**src/rtl/ps2_key_decoder.sv**
```systemverilog
// PS/2 scan-code set 2 decoder: drains the receiver FIFO and turns
// E0/F0/E1 prefix sequences into key events with modifier tracking.
module ps2_key_decoder #(
    parameter int TIMEOUT_CYCLES = 1000000,
    parameter int TO_W           = 20
) (
    input  logic       clk,
    input  logic       clrn,
    input  logic       kb_ready,
    input  logic [7:0] kb_data,
    input  logic       kb_overflow,
    output logic       rdn,
    output logic       ev_valid,
    output logic [7:0] ev_code,
    output logic       ev_ext,
    output logic       ev_break,
    input  logic       ev_ack,
    output logic       shift,
    output logic       ctrl,
    output logic       alt,
    output logic       caps_lock,
    output logic [2:0] err,
    input  logic       err_clr
);

    typedef enum logic [2:0] {
        S_BASE,
        S_E0,
        S_F0,
        S_E0F0,
        S_SKIP
    } state_t;

    state_t          state, state_nx;
    logic [2:0]      skip, skip_nx;
    logic [TO_W-1:0] to_cnt;
    logic            take, timeout, bad_byte;
    logic            emit, emit_ext, emit_brk;
    logic [7:0]      emit_code;
    logic            is_e0, is_f0, is_e1, is_drop, is_bad, is_fake;
    logic            lshift, rshift, lctrl, rctrl, lalt, ralt, caps_held;

    // A byte is taken only while no event is waiting for the consumer.
    assign take = kb_ready & ~ev_valid & clrn;
    assign rdn  = ~take;

    assign timeout = (state != S_BASE) && !take &&
                     (to_cnt == TO_W'(TIMEOUT_CYCLES - 1));

    assign is_e0   = (kb_data == 8'hE0);
    assign is_f0   = (kb_data == 8'hF0);
    assign is_e1   = (kb_data == 8'hE1);
    assign is_drop = kb_data inside {8'hAA, 8'hFA, 8'hEE, 8'hFC, 8'hFD};
    assign is_bad  = kb_data inside {8'h00, 8'hFF};
    assign is_fake = kb_data inside {8'h12, 8'h59};

    // Prefix parser: next state, skip count and the event to emit.
    always_comb begin
        state_nx  = state;
        skip_nx   = skip;
        emit      = 1'b0;
        emit_code = kb_data;
        emit_ext  = 1'b0;
        emit_brk  = 1'b0;
        bad_byte  = 1'b0;
        if (take) begin
            unique case (state)
                S_BASE: begin
                    unique case (1'b1)
                        is_e0:   state_nx = S_E0;
                        is_f0:   state_nx = S_F0;
                        is_e1: begin
                            state_nx = S_SKIP;
                            skip_nx  = 3'd7;
                        end
                        is_drop: ;
                        is_bad:  bad_byte = 1'b1;
                        default: emit = 1'b1;
                    endcase
                end
                S_E0: begin
                    if (is_f0) begin
                        state_nx = S_E0F0;
                    end else begin
                        state_nx = S_BASE;
                        emit     = ~is_fake;
                        emit_ext = 1'b1;
                    end
                end
                S_F0: begin
                    state_nx = S_BASE;
                    emit     = 1'b1;
                    emit_brk = 1'b1;
                end
                S_E0F0: begin
                    state_nx = S_BASE;
                    emit     = ~is_fake;
                    emit_ext = 1'b1;
                    emit_brk = 1'b1;
                end
                S_SKIP: begin
                    skip_nx = skip - 3'd1;
                    if (skip == 3'd1) begin
                        state_nx  = S_BASE;
                        emit      = 1'b1;
                        emit_code = 8'hE1;
                    end
                end
                default: state_nx = S_BASE;
            endcase
        end else if (timeout) begin
            state_nx = S_BASE;
            skip_nx  = 3'd0;
        end
    end

    // Prefix state and Pause skip counter.
    always_ff @(posedge clk or negedge clrn) begin
        if (!clrn) begin
            state <= S_BASE;
            skip  <= 3'd0;
        end else begin
            state <= state_nx;
            skip  <= skip_nx;
        end
    end

    // Idle counter used to abandon a stalled prefix sequence.
    always_ff @(posedge clk or negedge clrn) begin
        if (!clrn) begin
            to_cnt <= '0;
        end else if (state == S_BASE || take || timeout) begin
            to_cnt <= '0;
        end else begin
            to_cnt <= to_cnt + 1'b1;
        end
    end

    // Event register, held until the consumer acknowledges it.
    always_ff @(posedge clk or negedge clrn) begin
        if (!clrn) begin
            ev_valid <= 1'b0;
            ev_code  <= 8'h00;
            ev_ext   <= 1'b0;
            ev_break <= 1'b0;
        end else if (emit) begin
            ev_valid <= 1'b1;
            ev_code  <= emit_code;
            ev_ext   <= emit_ext;
            ev_break <= emit_brk;
        end else if (ev_ack) begin
            ev_valid <= 1'b0;
        end
    end

    // Per-side modifier flops and caps lock toggle on fresh press only.
    always_ff @(posedge clk or negedge clrn) begin
        if (!clrn) begin
            lshift    <= 1'b0;
            rshift    <= 1'b0;
            lctrl     <= 1'b0;
            rctrl     <= 1'b0;
            lalt      <= 1'b0;
            ralt      <= 1'b0;
            caps_held <= 1'b0;
            caps_lock <= 1'b0;
        end else if (emit) begin
            if (!emit_ext && emit_code == 8'h12) lshift <= ~emit_brk;
            if (!emit_ext && emit_code == 8'h59) rshift <= ~emit_brk;
            if (!emit_ext && emit_code == 8'h14) lctrl  <= ~emit_brk;
            if (emit_ext && emit_code == 8'h14)  rctrl  <= ~emit_brk;
            if (!emit_ext && emit_code == 8'h11) lalt   <= ~emit_brk;
            if (emit_ext && emit_code == 8'h11)  ralt   <= ~emit_brk;
            if (!emit_ext && emit_code == 8'h58) begin
                if (!emit_brk && !caps_held) caps_lock <= ~caps_lock;
                caps_held <= ~emit_brk;
            end
        end
    end

    // Sticky error bits; a new error outranks a clear in the same cycle.
    always_ff @(posedge clk or negedge clrn) begin
        if (!clrn) begin
            err <= 3'b000;
        end else begin
            err <= (err_clr ? 3'b000 : err) | {timeout, kb_overflow, bad_byte};
        end
    end

    assign shift = lshift | rshift;
    assign ctrl  = lctrl | rctrl;
    assign alt   = lalt | ralt;

endmodule

```
**config.mk**
```make
export PLATFORM = sky130hd
export DESIGN_NAME = ps2_key_decoder
export DESIGN_NICKNAME = d
export VERILOG_FILES = /design/src/rtl/ps2_key_decoder.sv
export SDC_FILE = /design/constraint.sdc
export NUM_CORES = 1
export LEC_CHECK = 0
export BUFFER_PORTS_ARGS = -buffer_cell sky130_fd_sc_hd__buf_2
export CAP_MARGIN = 20
export CORE_ASPECT_RATIO = 1.5
export CORE_UTILIZATION = 45
export CTS_CLUSTER_DIAMETER = 60
export DETAILED_ROUTE_END_ITERATION = 16
export PLACE_DENSITY = 0.63
export RECOVER_POWER = 50
export SLEW_MARGIN = 25
export SYNTH_ARGS = -nofsm -noshare
export SYNTH_HDL_FRONTEND = slang
export SYNTH_SLANG_ARGS = --single-unit
export TNS_END_PERCENT = 20
```
**constraint.sdc**
```tcl
create_clock -name clk -period 3.5 [get_ports clk]
set_clock_uncertainty 0.2 [all_clocks]
set_input_delay 0.175 -clock clk [delete_from_list [all_inputs] [get_ports clk]]
set_output_delay 0.175 -clock clk [all_outputs]
set_load 0.1 [all_outputs]
```
==> results.py <==
metrics = {
    "power_and_ir_drop": {
        "finalPower_mw": 1.79,
        "power_leakage_nw": 1.27,
        "max-vdd-ir-drop_mv": 0.241,
        "power.density_mw_per_mm2": 599,
    },
    "drt": {
        "first_pass_iters": 4,
        "ant_nets": 0,
        "routed_wl_um": 5600,
        "remaining_drc_errors": 0,
        "routedWlPerCell_um": 14.7,
        "vias_per_cell": 5.46,
        "num_vias": 2082,
        "drt_iter0_drc": 142,
    },
    "cells_and_area": {
        "design_area_mm2": 0.00299,
        "fin_cells": 381,
        "nFillCells": 529,
        "diodes": 0,
        "final_nets": 327,
        "drive_above_1_share_pct": 17.7,
        "syn_to_final_growth_pct": 13.2,
    },
    "yosys": {
        "synth_seq_cells": 48,
        "synth_area_mm2": 0.00264,
        "yosys_warnings": 0,
        "synth_edf_count": 0,
        "syn_inst": 275,
        "async_flop_share_pct": 100,
        "syn_avg_cell_area_um2": 9.59,
        "ys_types": 56,
        "yosysSeqAreaShare_pct": 45.6,
        "syn-num-nets": 292,
        "synthFlopType": "dfrtp_1",
    },
    "floorplan": {
        "io_pins": 33,
        "start_util_pct": 47.3,
        "core_area_mm2": 0.00557,
        "die_y_um": 95.7,
        "die_w_um": 64.5,
        "dieArea_mm2": 0.00617,
        "rows": 33,
    },
    "sta": {
        "grt_setup_unrepaired": "no",
        "drv_slew": 0,
        "finalSetupViolations": 0,
        "worstMarginPinSlew_ns": 1.17,
        "fin_crit_sh_pct": 77.6,
        "period_needed_ns": 2.72,
        "hold_viol_final": 0,
        "maxSlewHeadroom_pct": 21.8,
        "worst_slack_ns": 0.783,
        "max_freq_mhz": 368,
        "fin_setup_tns_ns": 0,
    },
    "grt": {
        "grt_remaining_overflow": 0,
        "grt_pass1_wl_um": 9460,
        "gr-usage-met1_pct": 21.6,
        "grtUsageMet2_pct": 37.5,
        "antenna_found_initial": 0,
        "gr-usage-met3_pct": 3.44,
        "grt_max_degree": 49,
        "busiest_layer": "met2",
        "grt_usage_pct": 20.3,
        "grt_pass1_vias": 2093,
    },
    "clocking": {
        "cts_tree": "built",
        "clockBufferDepth": 2,
        "clockRootBuffer": "clkbuf_8",
        "clkTransAtPathRegs_ns": 0.09,
        "ctsHtreeMaxLevel": 2,
        "numCtsBuffers": 5,
        "cts_sinks": 48,
        "clkLatencyLatePin_ns": 0.31,
        "post-cts-setup-buffer-count": 0,
    },
    "critical_path": {
        "path_max_fanout": 16,
        "arrival_ns": 2.71,
        "required_ns": 3.50,
        "critical-path-slowest-cell": "dfrtp_1",
        "worstSetupEndpointType": "flip-flop",
        "path_class": "reg2reg",
        "path_cells": "or3_4 -> a41oi_2 -> o21ai_2 -> o31ai_4 -> nor4b_2 -> mux2_1",
        "cpPeakStageDelay_ns": 0.55,
        "start_kind": "flip-flop",
    },
    "placement": {
        "dp_hpwl_um": 4010,
        "port_buffers": 32,
        "place_inst": 366,
        "post-place-ws_ns": 0.804,
        "place_area_mm2": 0.00284,
        "place_congestion": 0.892,
    },
    "hold_path": {
        "hp-class": "in2reg",
    },
    "flow_run": {
        "max-cap-violations": 0,
    },
    "outcome": {
        "status": "finished, final reports clean",
    },
}
[worst paths after layout]
kind	slack, ns	cells after the start	to	from
max	0.78	6	lshift$_DFFE_PN0P_	state[1]$_DFFE_PN0P_
min	0.1	2	ev_code[0]$_DFFE_PN0P_	kb_data[0]
min reg2reg	0.25	1	to_cnt[0]$_DFF_PN0_	to_cnt[0]$_DFF_PN0_
min in group asynchronous	0.54	3	ev_code[4]$_DFFE_PN0P_	clrn
max in group asynchronous	1.82	3	to_cnt[19]$_DFF_PN0_	clrn
max reg2reg	0.78	6	lshift$_DFFE_PN0P_	state[1]$_DFFE_PN0P_
[cell families after synthesis]
group                    Yosys count  share of synthesized area, %
AND/OR/NAND/NOR                  127                          26.1
adder cells (fa/ha/maj)            3                          1.42
XOR/XNOR                          20                          6.64
multiplexers                       9                          3.84
AO/OA/AOI/OAI                     43                          12.6
flip-flops                        48                          45.6
buffers and inverters             25                          3.84
[cell type report]
class / count / area [µm²] / area share [%]
multi-input cells: 202 / 1330 / 44.7
clock inverters: 3 / 18.8 / 0.629
clock buffers: 5 / 68.8 / 2.31
well taps: 70 / 87.6 / 2.93
inverters: 12 / 45.0 / 1.51
repair buffers: 41 / 230 / 7.71
flip-flops and latches: 48 / 1200 / 40.2
[metal layers]
| layer | wire length, µm | share of wire (%) | vias up |
|---|---|---|---|
| met3 | 152 | 2.7 | 17 |
| li1 | - | - | 1048 |
| met2 | 2890 | 52 | 40 |
| met5 | 0 | 0 | - |
| met1 | 2370 | 42 | 977 |
| met4 | 192 | 3.4 | 0 |
[state kept, by name, indices dropped and copies added (netlist names)]
| register | cells |
|---|---|
| to_cnt | 20 |
| ev_code | 8 |
| err | 3 |
| skip | 3 |
| state | 3 |
| caps_held | 1 |
| caps_lock | 1 |
| ev_break | 1 |
| ev_ext | 1 |
| ev_valid | 1 |
| lalt | 1 |
| lctrl | 1 |
| lshift | 1 |
| ralt | 1 |
| rctrl | 1 |
| rshift | 1 |
[layout by cell type (no fill, tap or decap), types with 2 or more instances in the layout]
cell	n
nand4_1	10
a31oi_1	2
dlygate4sd3_1	7
nor4_1	3
o21a_1	2
a41oi_1	3
o21ai_0	8
nor2_1	33
nand2_1	20
o31a_1	4
nand3_1	12
clkinv_2	2
or3_1	5
xor2_1	15
nand2b_1	4
ha_1	3
mux2_2	8
clkbuf_1	10
xnor2_1	5
or2_2	6
and4_1	3
buf_2	22
nor3b_1	2
clkbuf_8	5
dfrtp_1	48
and2_1	3
nand3b_1	2
a21oi_1	8
and4b_1	2
or4_1	2
nor2b_1	6
nor3_1	7
inv_1	11
[critical path: cells and delay by family, from the launching register on]
kind	cells	cell delay, ns
AO/OA/AOI/OAI	3	0.77
flip-flops	1	0.55
multiplexers	1	0.34
AND/OR/NAND/NOR	2	0.75
[cell usage after synthesis (5+ instances only)]
library cell | n | area share [%]
nand4_1 | 10 | 2.4
nor2_1 | 33 | 4.7
nor2b_1 | 6 | 1.4
mux2_2 | 8 | 3.4
nor3_1 | 7 | 1.3
xnor2_1 | 5 | 1.7
or3_1 | 5 | 1.2
clkbuf_1 | 6 | 0.85
o21ai_0 | 8 | 1.5
nand2_1 | 20 | 2.8
or2_2 | 6 | 1.4
buf_2 | 6 | 1.1
dfrtp_1 | 48 | 46
a21oi_1 | 8 | 1.5
inv_1 | 11 | 1.6
nand3_1 | 12 | 2.3
xor2_1 | 15 | 5.0
[power by group]
part / total, mW / internal (mW) / switching, mW
combinational: 0.774 / 0.156 / 0.618
sequential: 0.680 / 0.633 / 0.0470
clock: 0.334 / 0.140 / 0.194
[metrics by stage]
| step | hold WS, ns | util, % |
|---|---|---|
| 4_1_cts | 0.0813 | 53.8 |
| 6_report | 0.0992 | 53.6 |
| 3_3_place_gp | 0.135 | 51.0 |
| 2_1_floorplan | -0.321 | - |
| 3_5_place_dp | 0.135 | 51.0 |
| 5_1_grt | 0.120 | 53.6 |
[timing repair]
item                                   4_1_cts  5_1_grt
endpoints found under the hold margin       54        0
gates resized for setup                      0        0
hold buffers                                 7        0
No activity file was read; power rests on OpenSTA's default activity.
